## config.mk

```make
export PLATFORM = sky130hd
export DESIGN_NAME = fetch_queue
export DESIGN_NICKNAME = d
export VERILOG_FILES = /design/src/rtl/arm_pipe_pkg.sv /design/src/rtl/fq_storage.sv /design/src/rtl/fetch_queue.sv
export SDC_FILE = /design/constraint.sdc
export NUM_CORES = 1
export LEC_CHECK = 0
export BUFFER_PORTS_ARGS = -buffer_cell sky130_fd_sc_hd__buf_2
export CAP_MARGIN = 30
export CORE_MARGIN = 1
export CORE_UTILIZATION = 50
export DETAILED_ROUTE_END_ITERATION = 7
export PLACE_DENSITY = 0.71
export REMOVE_ABC_BUFFERS = 1
export SLEW_MARGIN = 20
export SYNTH_ARGS = -nofsm -noshare
export SYNTH_HDL_FRONTEND = slang
export SYNTH_SLANG_ARGS = --single-unit
```

## constraint.sdc

```tcl
create_clock -name clk -period 14.3 [get_ports clk]
set_input_delay 1.43 -clock clk [delete_from_list [all_inputs] [get_ports clk]]
set_output_delay 1.43 -clock clk [all_outputs]
set_load 0.01 [all_outputs]
```

## src/rtl/arm_pipe_pkg.sv

```systemverilog
// Shared ARM pipeline types and constants used by the fetch/decode boundary.
package arm_pipe_pkg;

  localparam int unsigned WORD_W = 32;

  localparam logic [WORD_W-1:0] NOP_INSTR = 32'h0000_0000;

  typedef struct packed {
    logic [WORD_W-1:0] pc;
    logic [WORD_W-1:0] instr;
  } fetch_entry_t;

endpackage : arm_pipe_pkg

```

## src/rtl/fq_storage.sv

```systemverilog
// Fetch-queue entry array: one synchronous write port, one asynchronous read port, no reset.
module fq_storage
  import arm_pipe_pkg::*;
#(
  parameter int unsigned DEPTH   = 4,
  parameter int unsigned ENTRY_W = 2 * WORD_W
) (
  input  logic                     clk,
  input  logic                     wrEn,
  input  logic [$clog2(DEPTH)-1:0] wrIdx,
  input  logic [ENTRY_W-1:0]       wrData,
  input  logic [$clog2(DEPTH)-1:0] rdIdx,
  output logic [ENTRY_W-1:0]       rdData
);

  logic [ENTRY_W-1:0] mem [DEPTH];

  always_ff @(posedge clk) begin
    if (wrEn) begin
      mem[wrIdx] <= wrData;
    end
  end

  assign rdData = mem[rdIdx];

endmodule : fq_storage

```

## src/rtl/fetch_queue.sv

```systemverilog
// Elastic fetch-to-decode instruction queue: wrap-bit pointers, flush on taken branch.
module fetch_queue
  import arm_pipe_pkg::*;
#(
  parameter int unsigned DEPTH = 4,
  parameter int unsigned WIDTH = WORD_W
) (
  input  logic                     clk,
  input  logic                     rst,
  input  logic                     in_valid,
  input  logic [WIDTH-1:0]         in_pc,
  input  logic [WIDTH-1:0]         in_instr,
  output logic                     in_ready,
  input  logic                     flush,
  output logic                     out_valid,
  output logic [WIDTH-1:0]         out_pc,
  output logic [WIDTH-1:0]         out_instr,
  input  logic                     out_ready,
  output logic [$clog2(DEPTH):0]   count
);

  localparam int unsigned IDX_W   = $clog2(DEPTH);
  localparam int unsigned PTR_W   = IDX_W + 1;
  localparam int unsigned ENTRY_W = 2 * WIDTH;

  logic [PTR_W-1:0]   wrPtr;
  logic [PTR_W-1:0]   rdPtr;
  logic               empty;
  logic               full;
  logic               push;
  logic               pop;
  logic [ENTRY_W-1:0] headEntry;

  assign empty = (wrPtr == rdPtr);
  assign full  = (wrPtr[IDX_W-1:0] == rdPtr[IDX_W-1:0]) && (wrPtr[IDX_W] != rdPtr[IDX_W]);

  assign in_ready  = ~full;
  assign out_valid = ~empty;
  assign push      = in_valid & in_ready & ~flush;
  assign pop       = out_valid & out_ready & ~flush;
  assign count     = wrPtr - rdPtr;

  // Flush drops everything by catching the read pointer up to the write pointer.
  always_ff @(posedge clk or negedge rst) begin
    if (!rst) begin
      wrPtr <= '0;
      rdPtr <= '0;
    end else if (flush) begin
      rdPtr <= wrPtr;
    end else begin
      if (push) begin
        wrPtr <= wrPtr + PTR_W'(1);
      end
      if (pop) begin
        rdPtr <= rdPtr + PTR_W'(1);
      end
    end
  end

  fq_storage #(
    .DEPTH   (DEPTH),
    .ENTRY_W (ENTRY_W)
  ) u_storage (
    .clk    (clk),
    .wrEn   (push),
    .wrIdx  (wrPtr[IDX_W-1:0]),
    .wrData ({in_pc, in_instr}),
    .rdIdx  (rdPtr[IDX_W-1:0]),
    .rdData (headEntry)
  );

  // An empty queue presents a NOP so decode never sees stale array contents.
  assign out_pc    = empty ? '0 : headEntry[ENTRY_W-1:WIDTH];
  assign out_instr = empty ? WIDTH'(NOP_INSTR) : headEntry[WIDTH-1:0];

endmodule : fetch_queue

```

======== After elaboration in Yosys (flattened, before gate mapping) ========
Memory sizes are Yosys's and may differ from the RTL's.
Index checks and enable logic that the tools add are counted.
word-level totals
  output and inout port bits .............. 69
  logic and storage cells ................. 25
  input bits .............................. 69
  memories ................................ 1
  bits in writable memories ............... 256
  bits in registers ....................... 6
operators by class
  multiplexer cells ....................... 6
  eq/ne operators ......................... 3
  add/sub/neg operators ................... 3
  reductions and logical operators ........ 3
  bitwise gates (word level) .............. 7
memories
  memory         words  bits a word  read ports  clocked after Yosys merged registers in  wr ports  line              RTL
  u_storage.mem  4      64           1           0                                        1         fq_storage.sv:16  logic [ENTRY_W-1:0] mem [DEPTH];
operator list
  operator             number
  $mux 32              2
  $add 3x1->3 const B  2
  $mux 3               2
  $and 1x1->1          4
  $eq 3x3->1           1
  $not 1->1            3
  $sub 3x3->3          1
  $eq 2x2->1           1
  $mux 1               2
  $reduce_and 2->1     1
  $reduce_bool 2->1    1
  $logic_and 1x1->1    1
  $ne 1x1->1           1

======== Longest topological paths before layout ========
Gate-level depths: netlist of run 1.
  depth in word-level cells ............... 7
  gate-level depth with buffers ........... 8
  gate-level depth less buffers ........... 5

======== By module ========
From an unflattened synthesis of run 1, not the netlist that was laid out.
second synthesis, totals
  cell total of the unflattened synthesis .. 460
  area, all modules ....................... 10284.9 um^2
by module, submodules not included
  module       cells an instance  area each (um^2)  times used
  fq_storage   338                9341.5            1
  fetch_queue  122                943.4             1

======== Worst setup path after synthesis of run 1 ========
Ideal clock, no wire load.
  path type ............................... input -> register
  start ................................... input port flush
  end ..................................... memory u_storage.mem[3][0] in the netlist's numbering (enable)
  arrival time ............................ 6636 ps
  data required time ...................... 13714 ps
  stages .................................. 3
  slack ................................... 7077 ps
  buffers on the path ..................... 1
  path through ............................ clkbuf_1 -> nand2b_1 -> a211oi_1
on the way
  cells in the longest elaborated chain, start to end .. 4
RTL lines
  what                          line               RTL
  start, declared               fetch_queue.sv:14  input logic flush,
  $not 1->1 (no line)           -
  $and 1x1->1                   fetch_queue.sv:39  assign push = in_valid & in_ready & ~flush;
  $mux 1                        fq_storage.sv:19   if (wrEn) begin
  $mux 1 (not written as such)  fq_storage.sv:20   mem[wrIdx] <= wrData;
  end, declared                 fq_storage.sv:16
Every way passes these cells.

======== Final worst setup path of run 1 ========
  start ................................... register rdPtr[1]
  end ..................................... output port out_pc[14]
on the way
  cells in the longest elaborated chain, start to end .. 2
  elaborated cells on any way between the ends .. 3
  those cells by class .................... eq/ne: 1; mux: 1; memory: 1
RTL lines
  what                                        line               RTL
  start, declared                             fetch_queue.sv:27  logic [PTR_W-1:0] rdPtr;
  start signal, assigned                      fetch_queue.sv:49  rdPtr <= wrPtr;
  start signal, assigned                      fetch_queue.sv:55  rdPtr <= rdPtr + PTR_W'(1);
  $mem_v2 4x64 or $eq 3x3->1 (tied branches)  -
  $mux 32 *                                   fetch_queue.sv:73  assign out_pc = empty ? '0 : headEntry[ENTRY_W-1:WIDTH];
  end, declared                               fetch_queue.sv:16  output logic [WIDTH-1:0] out_pc,
Mark *: on every way between the ends. The rest lies on a longest branch, timed or not.

==> flow_metrics.env, run 1 <==
export IMPL_hold_buffers=0
export IMPL_gr_total_overflow=0
export IMPL_avgSynthCellArea_um2=21.9
export IMPL_hold_violations=0
export IMPL_end_kind="primary output"
export IMPL_cap_violations=0
export IMPL_die_w_um=145
export IMPL_status="finished clean"
export IMPL_vias=4869
export IMPL_fillers=1429
export IMPL_cp_arrival_ns=3.40
export IMPL_gp_congestion=0.723
export IMPL_wire_per_inst_um=20.3
export IMPL_dr_first_iter_drc_count=367
export IMPL_grt_max_degree=43
export IMPL_grt_total_usage_pct=18.0
export IMPL_use_met2_pct=29.8
export IMPL_io_pin_count=138
export IMPL_mostFrequentLayoutCell="edfxtp_1"
export IMPL_hpwl_um=11100
export IMPL_grt_pass1_vias=5022
export IMPL_drc_errors=0
export IMPL_numPlacedInstances=851
export IMPL_power_density_nw_per_um2=211
export IMPL_worstHoldPathType="reg2reg"
export IMPL_cts_tree="done"
export IMPL_slew_headroom_pct=49.6
export IMPL_areaGrowthSynthToFinish_pct=18.4
export IMPL_final_cell_mix="edfxtp_1 (256), buf_2 (137), nor2b_1 (66)"
export IMPL_clk_pin_slew_ns=0.06
export IMPL_seq_area_frac_synth_pct=77.1
export IMPL_fin_crit_sh_pct=33.8
export IMPL_ctsResizeCount=0
export IMPL_yosys_area_top_type="edfxtp_1"
export IMPL_syn_inst=464
export IMPL_clockRootBuffer="clkbuf_16"
export IMPL_setup_viol=0
export IMPL_drtPass1Iterations=7
export IMPL_synth_area_leaders="edfxtp_1 (76%), mux4_2 (14%), nor2b_1 (4.1%), dfrtp_1 (1.5%), ha_1 (0.86%)"
export IMPL_yosysWarnings=0
export IMPL_numCtsBuffers=26
export IMPL_fin_crit_ns=4.83
export IMPL_p_int_mw=1.74
export IMPL_core_area_um2=19700
export IMPL_io_buffers=137
export IMPL_synth_top_area_share_pct=75.6
export IMPL_antenna_found_initial=2
export IMPL_tns_ns=0
export IMPL_drive_above_1_share_pct=40.4
export IMPL_p_seq_share_pct=40.5
export IMPL_clock_power_share_pct=25.5
export IMPL_cts_path_max_buffers=3
export IMPL_grt_pass1_wl_um=27600
export IMPL_comb_power_share_pct=34.1
export IMPL_worstMarginPinSlew_ns=0.755
export IMPL_switching_share_pct=31.5
export IMPL_drv_slew=0
export IMPL_final_cells=899
export IMPL_regArea_um2=7850
export IMPL_cp_max_fo=42
export IMPL_start_util_pct=51.6
export IMPL_wirelength_um=18200
export IMPL_p_sw_mw=0.800
export IMPL_die_height_um=145
export IMPL_clkSinkCount=262
export IMPL_dieArea_um2=20900
export IMPL_drtAntennaViolNets=0
export IMPL_use_met1_pct=24.5
export IMPL_multi_input_area_um2=2210
export IMPL_syn_area_um2=10200
export IMPL_cts_setup_buffers=0
export IMPL_grtUsageMet3_pct=4.01
export IMPL_ir_drop_uv=116
export IMPL_htreeDepth=1
export IMPL_leakage_nw=4.14
export IMPL_via_per_inst=5.42
export IMPL_worst_slack_ns=9.47
export IMPL_rows=51
export IMPL_startpoint_type="register"
export IMPL_skew_ns=0.00545
export IMPL_synth_cell_type_count=30
export IMPL_rsz0062_at_grt="no"
export IMPL_critPathRequiredTime_ns=12.87
export IMPL_crit_type="reg2out"
export IMPL_synth_seq_cells=262
export IMPL_top_usage_layer="met2"
export IMPL_max_clock_freq_mhz=207
export IMPL_nNetsFinal=691
export IMPL_clk_latency_ns=0.51
export IMPL_preCtsSetupSlack_ns=9.91
## synth_stat cells, drive strengths merged
library cell,instances
a211oi,1
a21oi,2
a221oi,1
a22oi,1
and2,4
buf,18
clkbuf,5
dfrtp,6
edfxtp,256
fa,1
ha,7
inv,8
mux2,1
mux4,64
nand2,4
nand2b,1
nand3,5
nor2,3
nor2b,66
nor3b,1
o2111ai,1
o211ai,1
o22ai,1
o31a,1
xnor2,3
xor2,2
## layer usage
layer / wire [µm] / part of all wire, %
met1: 7660 / 42
met2: 9090 / 50
met3: 1250 / 6.8
met4: 234 / 1.3
met5: 0 / 0
## through the flow
step	hold WS, ns	utilization [%]	power [mW]	area (µm²)
after CTS	0.594	61.0	2.58	12000
after global routing	0.609	61.0	2.68	12000
after floorplan	0.545	-	1.60	10000
final	0.590	61.0	2.54	12000
after global placement	0.567	56.4	1.90	11100
after detailed placement	0.582	56.9	1.93	11200
## registers in the layout, summed over array words and instances (netlist names)
signal,cells
u_storage.mem,256
rdPtr,3
wrPtr,3
## worst paths after layout
path | end | cells after the start | startpoint | slack [ns]
min reg2reg | wrPtr[2] | 1 | wrPtr[2] | 0.59
max reg2reg | u_storage.mem[0][20] | 6 | rdPtr[1] | 10.93
min | wrPtr[2] | 1 | wrPtr[2] | 0.59
max in group asynchronous | rdPtr[0] | 1 | rst | 13.38
min in group asynchronous | rdPtr[1] | 1 | rst | 0.74
max | out_pc[14] | 7 | rdPtr[1] | 9.47
## kinds of logic after synthesis
logic type	Yosys count	synth area share (%)
mux	65	14.3
simple gates	84	4.95
fa+ha+maj	8	1.06
compound gates	9	0.640
buf+inv	31	1.45
flops	262	77.1
xor+xnor	5	0.505
## critical path, stage by stage, from the launching register on
cell and delay (ns):
dfrtp_4 0.84, inv_1 0.14, ha_1 0.35, nand2_1 0.12
nor2_4 0.60, buf_4 0.51, nor2b_1 0.13, buf_2 0.16
## power groups by stage
stage | clock, mW | sequential (mW) | combinational (mW)
after floorplan | 0 | 1.05 | 0.541
after global placement | 0 | 1.06 | 0.846
after detailed placement | 0 | 1.05 | 0.881
after CTS | 0.660 | 1.03 | 0.885
after global routing | 0.686 | 1.04 | 0.951
final | 0.646 | 1.03 | 0.865
## layout make-up
| cell class | count | area share, % |
|---|---|---|
| Inverter | 8 | 0.249 |
| Clock inverter | 18 | 1.17 |
| Tap cell | 265 | 2.75 |
| Clock buffer | 29 | 5.68 |
| Timing Repair Buffer | 145 | 6.61 |
| Antenna cell | 1 | 0.0208 |
| Multi-Input combinational cell | 171 | 18.3 |
| Sequential cell | 262 | 65.2 |
Note: power is estimated with default switching activity, not from simulation.
==> inputs of run 2 (changes only) <==
==> constraint.sdc (replaced) <==
create_clock -name clk -period 5.1 [get_ports clk]
set_input_delay 0.51 -clock clk [delete_from_list [all_inputs] [get_ports clk]]
set_output_delay 0.51 -clock clk [all_outputs]
set_load 0.01 [all_outputs]
==> run 2 against run 1 <==
Compared with the run above: final cell count increased by 0.78%; register-to-register slack got worse by 8.9 ns; wire length decreased by 0.53%; clock power increased to 3.1 times the previous value; count of clock-buffer cells in the layout decreased by 2; total power increased to 2.9 times the previous value; final area increased by 1.3%; sequential share of layout area decreased by 0.83 points; largest power group unchanged; highest routed layer is now met5.
==> flow_metrics.env, run 2 (synthesized netlist as in run 1, its figures left out) <==
export IMPL_wirelength_um=18100
export IMPL_multi_input_area_um2=2210
export IMPL_fin_crit_ns=3.52
export IMPL_crit_type="reg2out"
export IMPL_drtPass1Iterations=5
export IMPL_power_density_nw_per_um2=602
export IMPL_mostFrequentLayoutCell="edfxtp_1"
export IMPL_core_area_um2=19700
export IMPL_via_per_inst=5.39
export IMPL_r2r_start="rdPtr[0]"
export IMPL_worstHoldStart="in_instr[9]"
export IMPL_areaGrowthSynthToFinish_pct=19.9
export IMPL_die_height_um=145
export IMPL_wire_per_inst_um=20.0
export IMPL_cp_arrival_ns=3.01
export IMPL_cpLargestDelayFamily="buffers and inverters"
export IMPL_slew_headroom_pct=36.2
export IMPL_gp_congestion=0.719
export IMPL_top_register="u_storage.mem"
export IMPL_hold_violations=0
export IMPL_io_pin_count=138
export IMPL_end_kind="primary output"
export IMPL_clkSinkCount=262
export IMPL_start_util_pct=51.6
export IMPL_htreeDepth=1
export IMPL_numPlacedInstances=848
export IMPL_timing_rr_end="u_storage.mem[3][18]"
export IMPL_nNetsFinal=694
export IMPL_clk_pin_slew_ns=0.06
export IMPL_drive_above_1_share_pct=41.1
export IMPL_skew_ns=0.0126
export IMPL_dieArea_um2=20900
export IMPL_rows=51
export IMPL_hpwl_um=10400
export IMPL_grt_pass1_vias=4932
export IMPL_holdPathStages=1
export IMPL_regArea_um2=7850
export IMPL_drtAntennaViolNets=0
export IMPL_final_cells=906
export IMPL_ctsResizeCount=0
export IMPL_gr_total_overflow=0
export IMPL_cap_violations=0
export IMPL_cpPeakStageDelay_ns=0.77
export IMPL_slowest_stage="dfrtp_4"
export IMPL_worstHoldPathType="in2reg"
export IMPL_grt_pass1_wl_um=26900
export IMPL_reg2reg_slack_ns=2.04
export IMPL_largest_reg_flops=256
export IMPL_min_to="u_storage.mem[3][9]"
export IMPL_antenna_found_initial=5
export IMPL_io_buffers=137
export IMPL_rsz0062_at_grt="no"
export IMPL_cts_tree="done"
export IMPL_vias=4880
export IMPL_reg_largest_list="u_storage.mem (256), rdPtr (3), wrPtr (3)"
export IMPL_ir_drop_uv=377
export IMPL_worstMarginPinSlew_ns=0.954
export IMPL_dr_first_iter_drc_count=213
export IMPL_cp_max_fo=42
export IMPL_cts_path_max_buffers=3
export IMPL_status="finished clean"
export IMPL_max_clock_freq_mhz=284
export IMPL_critPathRequiredTime_ns=4.59
export IMPL_post_route_util_pct=61.8
export IMPL_fin_crit_sh_pct=68.9
export IMPL_drc_errors=0
export IMPL_setup_viol=0
export IMPL_crit_buf_inv=2
export IMPL_fillers=1374
export IMPL_drv_slew=0
export IMPL_clk_latency_ns=0.52
export IMPL_startpoint_type="register"
export IMPL_grt_total_usage_pct=17.4
export IMPL_die_w_um=145
export IMPL_numCtsBuffers=27
export IMPL_leakage_nw=4.23
export IMPL_rr_worst_depth=4
export IMPL_tns_ns=0
export IMPL_crit_chain="buf_4 > mux4_2 > nor2b_1 > buf_2"
export IMPL_clockRootBuffer="clkbuf_16"
export IMPL_final_cell_mix="edfxtp_1 (256), buf_2 (137), nor2b_1 (66)"
export IMPL_grt_max_degree=68
==> run 2: metal layers <==
layer / global-route usage [%] / wire length, µm / share of wire (%)
met1: 23.6 / 7670 / 42
met2: 28.2 / 8670 / 48
met3: 4.27 / 1400 / 7.7
met4: 4.99 / 399 / 2.2
met5: 0 / 10 / 0.055
==> run 2: layout make-up <==
| class | instances | share of cell area (%) |
|---|---|---|
| Tap cell | 265 | 2.72 |
| Inverter | 8 | 0.246 |
| Antenna cell | 4 | 0.0821 |
| Timing Repair Buffer | 147 | 6.96 |
| Clock buffer | 27 | 5.54 |
| Multi-Input combinational cell | 171 | 18.1 |
| Clock inverter | 22 | 2.00 |
| Sequential cell | 262 | 64.3 |
==> run 2: worst max path at each step <==
stage	from	to	slack (ns)	cells after the start
3_3_place_gp	rdPtr[0]	u_storage.mem[1][26]	1.94	4
4_1_cts	rdPtr[0]	out_pc[26]	1.46	4
2_1_floorplan	rdPtr[0]	u_storage.mem[3][0]	-3.75	3
5_1_grt	rdPtr[0]	out_pc[26]	1.33	4
3_5_place_dp	rdPtr[0]	u_storage.mem[1][15]	1.86	4
6_report	rdPtr[0]	out_instr[23]	1.58	4
==> run 2: where the power goes <==
part	total, mW	leakage (nW)	internal [mW]	switching, mW
Sequential	2.80	2.39	2.66	0.134
Clock	1.99	0.455	1.22	0.774
Combinational	2.55	1.38	1.18	1.37
Total	7.34	4.23	5.06	2.28
==> run 2: stage by stage <==
| stage | total power, mW | setup WS [ns] | hold slack, ns | cell area, µm² |
|---|---|---|---|---|
| 3_3_place_gp | 5.35 | 1.94 | 0.350 | 11100 |
| 5_1_grt | 7.74 | 1.33 | 0.185 | 12200 |
| 4_1_cts | 7.39 | 1.46 | 0.179 | 12100 |
| 2_1_floorplan | 4.47 | -3.75 | 0.214 | 10000 |
| 3_5_place_dp | 5.39 | 1.86 | 0.356 | 11100 |
| 6_report | 7.34 | 1.58 | 0.204 | 12200 |
==> run 2: timing repair <==
item | CTS | global route
endpoints found under the hold margin | 6 | 0
buffers inserted | 0 | 0
hold buffers | 1 | 0
